$ cat config.mk
export PLATFORM = sky130hd
export DESIGN_NAME = kbd_text_buffer
export DESIGN_NICKNAME = d
export VERILOG_FILES = /design/src/rtl/kbd_text_pkg.sv /design/src/rtl/byte_fifo.sv /design/src/rtl/kbd_text_buffer.sv
export SDC_FILE = /design/constraint.sdc
export NUM_CORES = 1
export LEC_CHECK = 0
export BUFFER_PORTS_ARGS = -buffer_cell sky130_fd_sc_hd__buf_2
export CAP_MARGIN = 10
export CORE_ASPECT_RATIO = 1.4
export CORE_MARGIN = 4
export CORE_UTILIZATION = 50
export CTS_BUF_LIST = sky130_fd_sc_hd__clkbuf_4 sky130_fd_sc_hd__clkbuf_8
export CTS_CLUSTER_DIAMETER = 40
export DETAILED_ROUTE_END_ITERATION = 10
export PLACE_DENSITY = 0.66
export SKIP_LAST_GASP = 1
export SLEW_MARGIN = 15
export SYNTH_ARGS = -nofsm -noshare
export SYNTH_HDL_FRONTEND = slang
export SYNTH_SLANG_ARGS = --single-unit
$ cat constraint.sdc
create_clock -name clk -period 14.9 [get_ports clk]
set_input_delay 1.49 -clock clk [delete_from_list [all_inputs] [get_ports clk]]
set_output_delay 1.49 -clock clk [all_outputs]
set_load 0.01 [all_outputs]
$ cat src/rtl/kbd_text_pkg.sv
// Shared state encoding, character codes and helpers for the keyboard text buffer.
package kbd_text_pkg;

    typedef enum logic [1:0] {
        CLEAR_ALL = 2'd0,
        IDLE      = 2'd1,
        SCROLL    = 2'd2,
        CLEAR_ROW = 2'd3
    } state_e;

    localparam logic [7:0] CH_BS    = 8'h08;
    localparam logic [7:0] CH_LF    = 8'h0A;
    localparam logic [7:0] CH_FF    = 8'h0C;
    localparam logic [7:0] CH_CR    = 8'h0D;
    localparam logic [7:0] CH_SPACE = 8'h20;
    localparam logic [7:0] CH_DEL   = 8'h7F;

    localparam logic [7:0] PRINT_LO = 8'h20;
    localparam logic [7:0] PRINT_HI = 8'h7E;

    function automatic logic is_printable(input logic [7:0] b);
        return (b >= PRINT_LO) && (b <= PRINT_HI);
    endfunction

endpackage

$ cat src/rtl/byte_fifo.sv
// Small byte FIFO; a push into a full FIFO is accepted only when a pop happens in the same cycle.
module byte_fifo #(
    parameter int unsigned DEPTH = 4
) (
    input  logic       clk,
    input  logic       rst_n,
    input  logic       push_i,
    input  logic [7:0] data_i,
    input  logic       pop_i,
    output logic [7:0] data_o,
    output logic       full_o,
    output logic       empty_o
);

    localparam int unsigned PW = $clog2(DEPTH);
    localparam int unsigned CW = $clog2(DEPTH + 1);

    logic [7:0]    mem_q [DEPTH];
    logic [PW-1:0] wr_q;
    logic [PW-1:0] rd_q;
    logic [CW-1:0] cnt_q;
    logic [CW-1:0] cnt_d;
    logic          do_push;
    logic          do_pop;

    assign do_pop  = pop_i && !empty_o;
    assign do_push = push_i && (!full_o || do_pop);
    assign data_o  = mem_q[rd_q];

    always_comb begin
        cnt_d = cnt_q;
        case ({do_push, do_pop})
            2'b10:   cnt_d = cnt_q + CW'(1);
            2'b01:   cnt_d = cnt_q - CW'(1);
            default: cnt_d = cnt_q;
        endcase
    end

    always_ff @(posedge clk) begin
        if (!rst_n) begin
            wr_q    <= '0;
            rd_q    <= '0;
            cnt_q   <= '0;
            full_o  <= 1'b0;
            empty_o <= 1'b1;
        end else begin
            if (do_push) wr_q <= wr_q + PW'(1);
            if (do_pop)  rd_q <= rd_q + PW'(1);
            cnt_q   <= cnt_d;
            full_o  <= (cnt_d == CW'(DEPTH));
            empty_o <= (cnt_d == '0);
        end
    end

    always_ff @(posedge clk) begin
        if (do_push) mem_q[wr_q] <= data_i;
    end

endmodule

$ cat src/rtl/kbd_text_buffer.sv
// COLS x ROWS character-cell screen fed by UART bytes, with cursor and control-code handling.
// Define KBD_TEXT_SCROLL_EN to scroll on a last-row newline; otherwise the cursor wraps to row 0.
module kbd_text_buffer
    import kbd_text_pkg::*;
#(
    parameter int unsigned COLS       = 16,
    parameter int unsigned ROWS       = 4,
    parameter int unsigned FIFO_DEPTH = 4
) (
    input  logic                          clk,
    input  logic                          rst_n,
    input  logic [7:0]                    rx_data,
    input  logic                          rx_valid,
    input  logic [$clog2(COLS*ROWS)-1:0]  rd_addr,
    output logic [7:0]                    rd_char,
    output logic [$clog2(ROWS)-1:0]       cursor_row,
    output logic [$clog2(COLS)-1:0]       cursor_col,
    output logic                          busy,
    output logic                          dirty,
    input  logic                          dirty_clr,
    output logic                          overflow
);

    localparam int unsigned CELLS = COLS * ROWS;
    localparam int unsigned AW    = $clog2(CELLS);
    localparam int unsigned RW    = $clog2(ROWS);
    localparam int unsigned CW    = $clog2(COLS);
`ifdef KBD_TEXT_SCROLL_EN
    localparam int unsigned CLR_LAST = CELLS - 1;
`else
    localparam int unsigned CLR_LAST = COLS - 1;
`endif

    state_e        state_q, state_d;
    logic [AW-1:0] ptr_q, ptr_d;
    logic [RW-1:0] row_d;
    logic [CW-1:0] col_d;
    logic          prev_cr_q, prev_cr_d;
    logic [7:0]    cells_q [CELLS];

    logic          we_c;
    logic [AW-1:0] waddr_c;
    logic [7:0]    wdata_c;
    logic          pop_c;
    logic          nl_c;
    logic [AW-1:0] cur_addr_c;
    logic [7:0]    fifo_data;
    logic          fifo_full;
    logic          fifo_empty;

    byte_fifo #(.DEPTH(FIFO_DEPTH)) u_fifo (
        .clk     (clk),
        .rst_n   (rst_n),
        .push_i  (rx_valid),
        .data_i  (rx_data),
        .pop_i   (pop_c),
        .data_o  (fifo_data),
        .full_o  (fifo_full),
        .empty_o (fifo_empty)
    );

    assign cur_addr_c = AW'(cursor_row) * AW'(COLS) + AW'(cursor_col);

    // Next-state: byte interpretation in IDLE, cell sweeps in the busy states.
    always_comb begin
        state_d   = state_q;
        ptr_d     = ptr_q;
        row_d     = cursor_row;
        col_d     = cursor_col;
        prev_cr_d = prev_cr_q;
        we_c      = 1'b0;
        waddr_c   = ptr_q;
        wdata_c   = CH_SPACE;
        pop_c     = 1'b0;
        nl_c      = 1'b0;
        case (state_q)
            CLEAR_ALL: begin
                we_c = 1'b1;
                if (ptr_q == AW'(CELLS - 1)) begin
                    state_d = IDLE;
                    ptr_d   = '0;
                end else begin
                    ptr_d = ptr_q + AW'(1);
                end
            end
            IDLE: begin
                if (!fifo_empty) begin
                    pop_c     = 1'b1;
                    prev_cr_d = (fifo_data == CH_CR);
                    if (is_printable(fifo_data)) begin
                        we_c    = 1'b1;
                        waddr_c = cur_addr_c;
                        wdata_c = fifo_data;
                        if (cursor_col == CW'(COLS - 1)) nl_c = 1'b1;
                        else                             col_d = cursor_col + CW'(1);
                    end else if (fifo_data == CH_BS || fifo_data == CH_DEL) begin
                        // Previous cell is always cur_addr-1, including the wrap to the row above.
                        if (cursor_col != '0) begin
                            col_d   = cursor_col - CW'(1);
                            we_c    = 1'b1;
                            waddr_c = cur_addr_c - AW'(1);
                        end else if (cursor_row != '0) begin
                            row_d   = cursor_row - RW'(1);
                            col_d   = CW'(COLS - 1);
                            we_c    = 1'b1;
                            waddr_c = cur_addr_c - AW'(1);
                        end
                    end else if (fifo_data == CH_CR) begin
                        nl_c = 1'b1;
                    end else if (fifo_data == CH_LF) begin
                        nl_c = !prev_cr_q;
                    end else if (fifo_data == CH_FF) begin
                        row_d   = '0;
                        col_d   = '0;
                        ptr_d   = '0;
                        state_d = CLEAR_ALL;
                    end
                    if (nl_c) begin
                        col_d = '0;
                        ptr_d = '0;
                        if (cursor_row != RW'(ROWS - 1)) begin
                            row_d = cursor_row + RW'(1);
                        end else begin
`ifdef KBD_TEXT_SCROLL_EN
                            state_d = SCROLL;
`else
                            row_d   = '0;
                            state_d = CLEAR_ROW;
`endif
                        end
                    end
                end
            end
`ifdef KBD_TEXT_SCROLL_EN
            SCROLL: begin
                we_c    = 1'b1;
                wdata_c = cells_q[ptr_q + AW'(COLS)];
                ptr_d   = ptr_q + AW'(1);
                if (ptr_q == AW'(CELLS - COLS - 1)) state_d = CLEAR_ROW;
            end
`endif
            CLEAR_ROW: begin
                we_c = 1'b1;
                if (ptr_q == AW'(CLR_LAST)) begin
                    state_d = IDLE;
                    ptr_d   = '0;
                end else begin
                    ptr_d = ptr_q + AW'(1);
                end
            end
            default: state_d = IDLE;
        endcase
    end

    always_ff @(posedge clk) begin
        if (!rst_n) begin
            state_q    <= CLEAR_ALL;
            ptr_q      <= '0;
            cursor_row <= '0;
            cursor_col <= '0;
            prev_cr_q  <= 1'b0;
            busy       <= 1'b1;
            dirty      <= 1'b1;
            overflow   <= 1'b0;
            rd_char    <= CH_SPACE;
        end else begin
            state_q    <= state_d;
            ptr_q      <= ptr_d;
            cursor_row <= row_d;
            cursor_col <= col_d;
            prev_cr_q  <= prev_cr_d;
            busy       <= (state_d != IDLE);
            if (we_c || row_d != cursor_row || col_d != cursor_col) dirty <= 1'b1;
            else if (dirty_clr)                                     dirty <= 1'b0;
            if (rx_valid && fifo_full && !pop_c) overflow <= 1'b1;
            rd_char    <= cells_q[rd_addr];
        end
    end

    // Single cell write port; held off while reset is asserted.
    always_ff @(posedge clk) begin
        if (rst_n && we_c) cells_q[waddr_c] <= wdata_c;
    end

endmodule

; ---- Word level (Yosys, flattened, before mapping)
; Memory sizes are Yosys's and may differ from the RTL's. A register that Yosys moved wholly into a read port is not among the register bits.
; Index checks and enable logic that the tools add are counted.
[totals]
regBits = 27
latch_bits = 0
mem_bits_rw = 544
rom_bits = 0
in_bits = 18
out_inout_bits = 17
word_cells = 151
n_memories = 2
[classes]
n_addsub = 11
multipliers = 0
div_mod_pow = 0
magnitude_cmp = 2
n_eq_ne = 23
shifts = 0
mux = 74
n_bitwise = 2
reduce_logical = 24
[memory_table]
columns = name, depth, width, rd, rd_ports_with_merged_regs, write_ports, line_no
row1 = cells_q, 64, 8, 1, 1, 1, kbd_text_buffer.sv:39  ; logic [7:0] cells_q [CELLS];
row2 = u_fifo.mem_q, 4, 8, 1, 1, 1, byte_fifo.sv:18  ; logic [7:0] mem_q [DEPTH];
[op_table]
columns = op, count
row1 = 2-to-1 mux 6 bit, 15
row2 = 2-to-1 mux 2 bit, 23
row3 = 2-to-1 mux 4 bit, 11
row4 = "equality test 8 x 4 -> 1 bit, second input constant", 4
row5 = 2-to-1 mux 8 bit, 3
row6 = 2-to-1 mux 1 bit, 18
row7 = one-hot mux 6 bit (3 select lines), 1
row8 = "!= test 3 bit, second input constant", 5
row9 = "equality test 8 x 7 -> 1 bit, second input constant", 1
row10 = "greater-or-equal comparator 8 x 6 -> 1 bit, second input constant", 1
row11 = "<= comparator 8 x 7 -> 1 bit, second input constant", 1
row12 = AND reduction 7 bit, 1
row13 = "adder 2 x 1 -> 2 bit, second input constant", 3
row14 = "adder 6 x 1 -> 6 bit, second input constant", 1
row15 = adder 6 x 4 -> 6 bit, 1
row16 = "equality test 6 x 4 -> 1 bit, second input constant", 1
row17 = "equality test 6 bit, second input constant", 1
row18 = logical AND 1 bit, 6
row19 = one-hot mux 2 bit (3 select lines), 1
row20 = one-hot mux 3 bit (2 select lines), 1
row21 = "subtractor 6 x 1 -> 6 bit, second input constant", 1
row22 = zero test 1 bit, 5
row23 = "adder 4 x 1 -> 4 bit, second input constant", 1
row24 = "equality test 2 x 1 -> 1 bit, second input constant", 2
row25 = 21 further kinds, 28

; ---- Longest topological paths before layout
[logic_depth]
word_depth = 14
mapped_depth = 15
mapped_depth_nobuf = 13

; ---- Cells and area by module
; From an unflattened synthesis, not the netlist that was laid out.
[hier_totals]
hier_cells = 1195
area_unflattened_um2 = 23630.2
[modules_own_cells]
columns = mod, n_inst, cells_per_inst, area_each_um2, seq_area_each_um2
row1 = kbd_text_buffer, 1, 1095, 21918.5, 15895.2
row2 = byte_fifo, 1, 100, 1711.6, 1181.1

; ---- Worst setup path before layout
; No wires, ideal clock.
[synth_path]
path_kind = reg2reg
start = reg with a tool-made name
end = mem cells_q[0][5] (data pin)
setup_ns = 0.653
arrival_time_ns = 7.098
required_ns = 14.247
slack_ns = 7.149
stages_incl_launch_ff = 7
path_buffers = 1
synth_period_minus_slack_ns = 7.751
path_cell_list = dfxtp_1 -> buf_6 -> mux4_1 -> nand4_1 -> nor2_2 -> nor4b_1 -> nand2b_1
[synth_rtl]
columns = element, line_no
row1 = end: declaration, kbd_text_buffer.sv:39

==> flow_metrics.py <==
metrics = {
    "detailed_routing": {
        "via_per_inst": 5.78,
        "ant_nets": 0,
        "route.detailed.drc": 0,
        "drt_wl_total_um": 50200,
        "drt_pass1_iterations": 5,
        "first_iter_violations": 914,
        "num_vias": 11600,
        "detail_route.wl_per_cell_um": 25.1,
    },
    "die": {
        "dieArea_um2": 50700,
        "io_pins": 35,
        "dieWidth_um": 191,
        "rows": 93,
        "initial_core_util_pct": 50.8,
        "dieHeight_um": 265,
        "coreArea_um2": 46300,
    },
    "cts": {
        "clock_path_buffers": 3,
        "root_buffer": "clkbuf_8",
        "cts-resized-gates": 0,
        "path_clk_slew_ns": 0.06,
        "numCtsBuffers": 88,
        "h-tree-depth": 3,
        "insertion_delay_ns": 0.65,
        "cts_num_sinks": 581,
        "cts_tree": "built",
        "cts_setup_buffers": 0,
        "cts-hold-fix-buffers": 0,
    },
    "synthesis": {
        "synthMuxAreaShare_pct": 17.0,
        "async_flop_share_pct": 0,
        "yosysUniqueCellTypes": 71,
        "yosys_register_bits": 581,
        "ys.warnings.count": 0,
        "synth_edf_count": 544,
        "synth-xor-area-share_pct": 0.372,
        "yosys.area_share.simple_pct": 4.89,
        "yosys.area_share.adder_pct": 0.989,
        "syn_inst": 1166,
        "synth_top_family_by_area": "multiplexers",
        "ys_seq_area_share_pct": 72.6,
        "synth_compound_area_share_pct": 2.95,
        "syn_avg_cell_area_um2": 20.2,
        "synth_top_flop_cell": "edfxtp_1",
        "synth_area_um2": 23500,
    },
    "global_route": {
        "grt_pass1_vias": 12400,
        "grt_max_degree": 67,
        "antenna_found_initial": 3,
        "grt_pass1_wl_um": 76500,
        "track_usage_pct": 20.3,
        "grt_overflow_total": 0,
    },
    "timing": {
        "drv_slew": 0,
        "clock_skew_ns": 0.0380,
        "max_freq_mhz": 201,
        "period_share_pct": 33.5,
        "tns_ns": 0,
        "max_slew_margin_pct": 32.0,
        "period_needed_ns": 4.99,
        "finalSetupViolations": 0,
        "worst_slew_pin_slew_ns": 1.02,
        "rsz0062_at_grt": "false",
        "setup_slack_ns": 9.91,
        "hold_violations": 0,
    },
    "layout": {
        "drive_gt1_share_pct": 27.9,
        "final_common_cell": "edfxtp_1",
        "mostFrequentLayoutCells": "edfxtp_1 (544), mux4_2 (175), nor2_1 (98), clkbuf_8 (92), conb_1 (64)",
        "fin_area_um2": 26300,
        "num-nets-final": 1344,
        "seqCellArea_um2": 17100,
        "finish.utilization_pct": 56.8,
        "fill_cells": 3508,
        "stdcell_count": 1999,
        "syn_to_final_growth_pct": 11.8,
        "multi_input_area_um2": 6450,
    },
    "place": {
        "dp_cells": 1835,
        "pre_cts_slack_ns": 9.89,
        "io_buffer_count": 34,
        "gp_congestion": 0.835,
        "postPlaceCellArea_um2": 24600,
        "hpwl_um": 32300,
    },
    "power_and_ir_drop": {
        "power_switching_uw": 673,
        "vdd_ir_drop_max_uv": 74.0,
        "sequentialPowerShare_pct": 56.4,
        "powerDensity_nw_per_um2": 120,
        "p_leak_nw": 7.96,
        "swShare_pct": 21.4,
        "p_int_mw": 2.48,
        "pwr-share-comb_pct": 3.6,
        "power.share.clock_pct": 40.0,
    },
    "setup_path": {
        "reg2reg_setup_slack_ns": 9.91,
        "cp-end-kind": "register",
        "crit_family": "simple AND/OR/NAND/NOR gates",
        "cp_slowest_stage_delay_ns": 0.81,
        "cp_num_buf_inv": 0,
        "worst_ep_arrival_time_ns": 5.24,
        "crit_chain": "mux4_1 > nand4_1 > nor2_2 > nor2_1 > o21ai_4 > a211oi_4 > nand4_4 > nor2_1",
        "slowest_stage": "nor2_1",
        "crit_fanout": 11,
        "criticalPathCategory": "register to register",
        "cpMostUsedCell": "nor2_1",
        "worstSetupStartpointType": "register",
        "crit_required_ns": 15.16,
    },
    "outcome": {
        "run_status": "completed",
    },
    "run": {
        "maxCapViolations": 0,
    },
    "hold_path": {
        "min-delay-path-class": "register to register",
    },
}
-- through the flow --
| stage | power (mW) | hold slack (ns) |
|---|---|---|
| floorplan | 1.89 | 0.432 |
| global placement | 1.93 | 0.452 |
| detailed placement | 1.93 | 0.452 |
| CTS | 3.18 | 0.460 |
| global route | 3.27 | 0.501 |
| finish | 3.15 | 0.458 |
-- cell type report --
| type | instances | share of cell area (%) |
|---|---|---|
| repair buffers | 41 | 0.889 |
| clock inverters | 44 | 0.955 |
| inverters | 20 | 0.285 |
| flip-flops and latches | 581 | 64.9 |
| multi-input cells | 576 | 24.5 |
| diodes | 2 | 0.0190 |
| clock buffers | 118 | 5.53 |
| well taps | 617 | 2.93 |
-- final timing paths --
check / to / startpoint / cells after the start
min: prev_cr_q / prev_cr_q / 2
min reg2reg: prev_cr_q / prev_cr_q / 2
max reg2reg: cells_q[6][7] / register / 8
max: cells_q[6][7] / register / 8
-- kinds of logic (layout without fill, tap and decap cells) --
group                    after synthesis  in the layout
XOR/XNOR                              10             10
adder cells (fa/ha/maj)               18             18
buffers and inverters                 72            223
multiplexers                         180            180
AND/OR/NAND/NOR                      206            206
flip-flops                           581            581
AO/OA/AOI/OAI                         98             98
other                                  1             66
-- synthesized netlist by cell type, types with 3 or more instances --
master	instances	area (um^2)
a211oi_1	3	22.5
dfxtp_1	37	741
xor2_1	3	26.3
and2_1	14	87.6
edfxtp_1	544	16300
xnor2_1	7	61.3
mux2i_1	3	30.0
o211ai_1	6	45.0
nor2b_1	4	25.0
o21ai_0	22	110
a21o_1	4	30.0
mux4_2	175	3940
a221oi_1	4	35.0
nand3_1	18	90.1
nand2_1	16	60.1
or3_1	3	18.8
nand4_1	3	18.8
inv_1	18	67.6
ha_1	17	213
nor2_1	98	368
nand4_4	8	170
and3_1	10	62.6
clkbuf_1	36	135
nor3_1	6	30.0
buf_1	13	48.8
nand2b_1	9	56.3
o21a_1	3	22.5
a21oi_1	26	130
-- power groups by stage --
stage	Combinational, mW	Sequential [mW]	Clock (mW)
finish	0.113	1.78	1.26
global route	0.123	1.78	1.37
CTS	0.114	1.78	1.29
detailed placement	0.114	1.81	0
global placement	0.112	1.81	0
floorplan	0.0813	1.81	0
-- tightest hold or removal path: stages, from the launching register on --
cell     delay [ns]
dfxtp_1        0.31
nand2_1        0.05
a21oi_1        0.05
-- sequential cells by signal, indices dropped and copies added, names as in the netlist, named ones only --
name / flops
busy: 1
cells_q: 512
cursor_col: 4
cursor_row: 2
dirty: 1
overflow: 1
prev_cr_q: 1
ptr_q: 6
rd_char: 8
state_q: 2
u_fifo.cnt_q: 3
u_fifo.empty_o: 1
u_fifo.full_o: 1
u_fifo.mem_q: 32
u_fifo.rd_q: 2
u_fifo.wr_q: 2
-- layer usage --
metal	vias to the layer above	share of wire (%)	routed length (um)	track usage (%)
met5	-	0.026	13	0
met4	2	4.0	2020	8.86
met3	110	6.0	3020	4.29
met2	409	53	26700	35.2
met1	5978	37	18400	24.8
li1	5055	-	-	-
No activity file was read; power rests on OpenSTA's default activity.
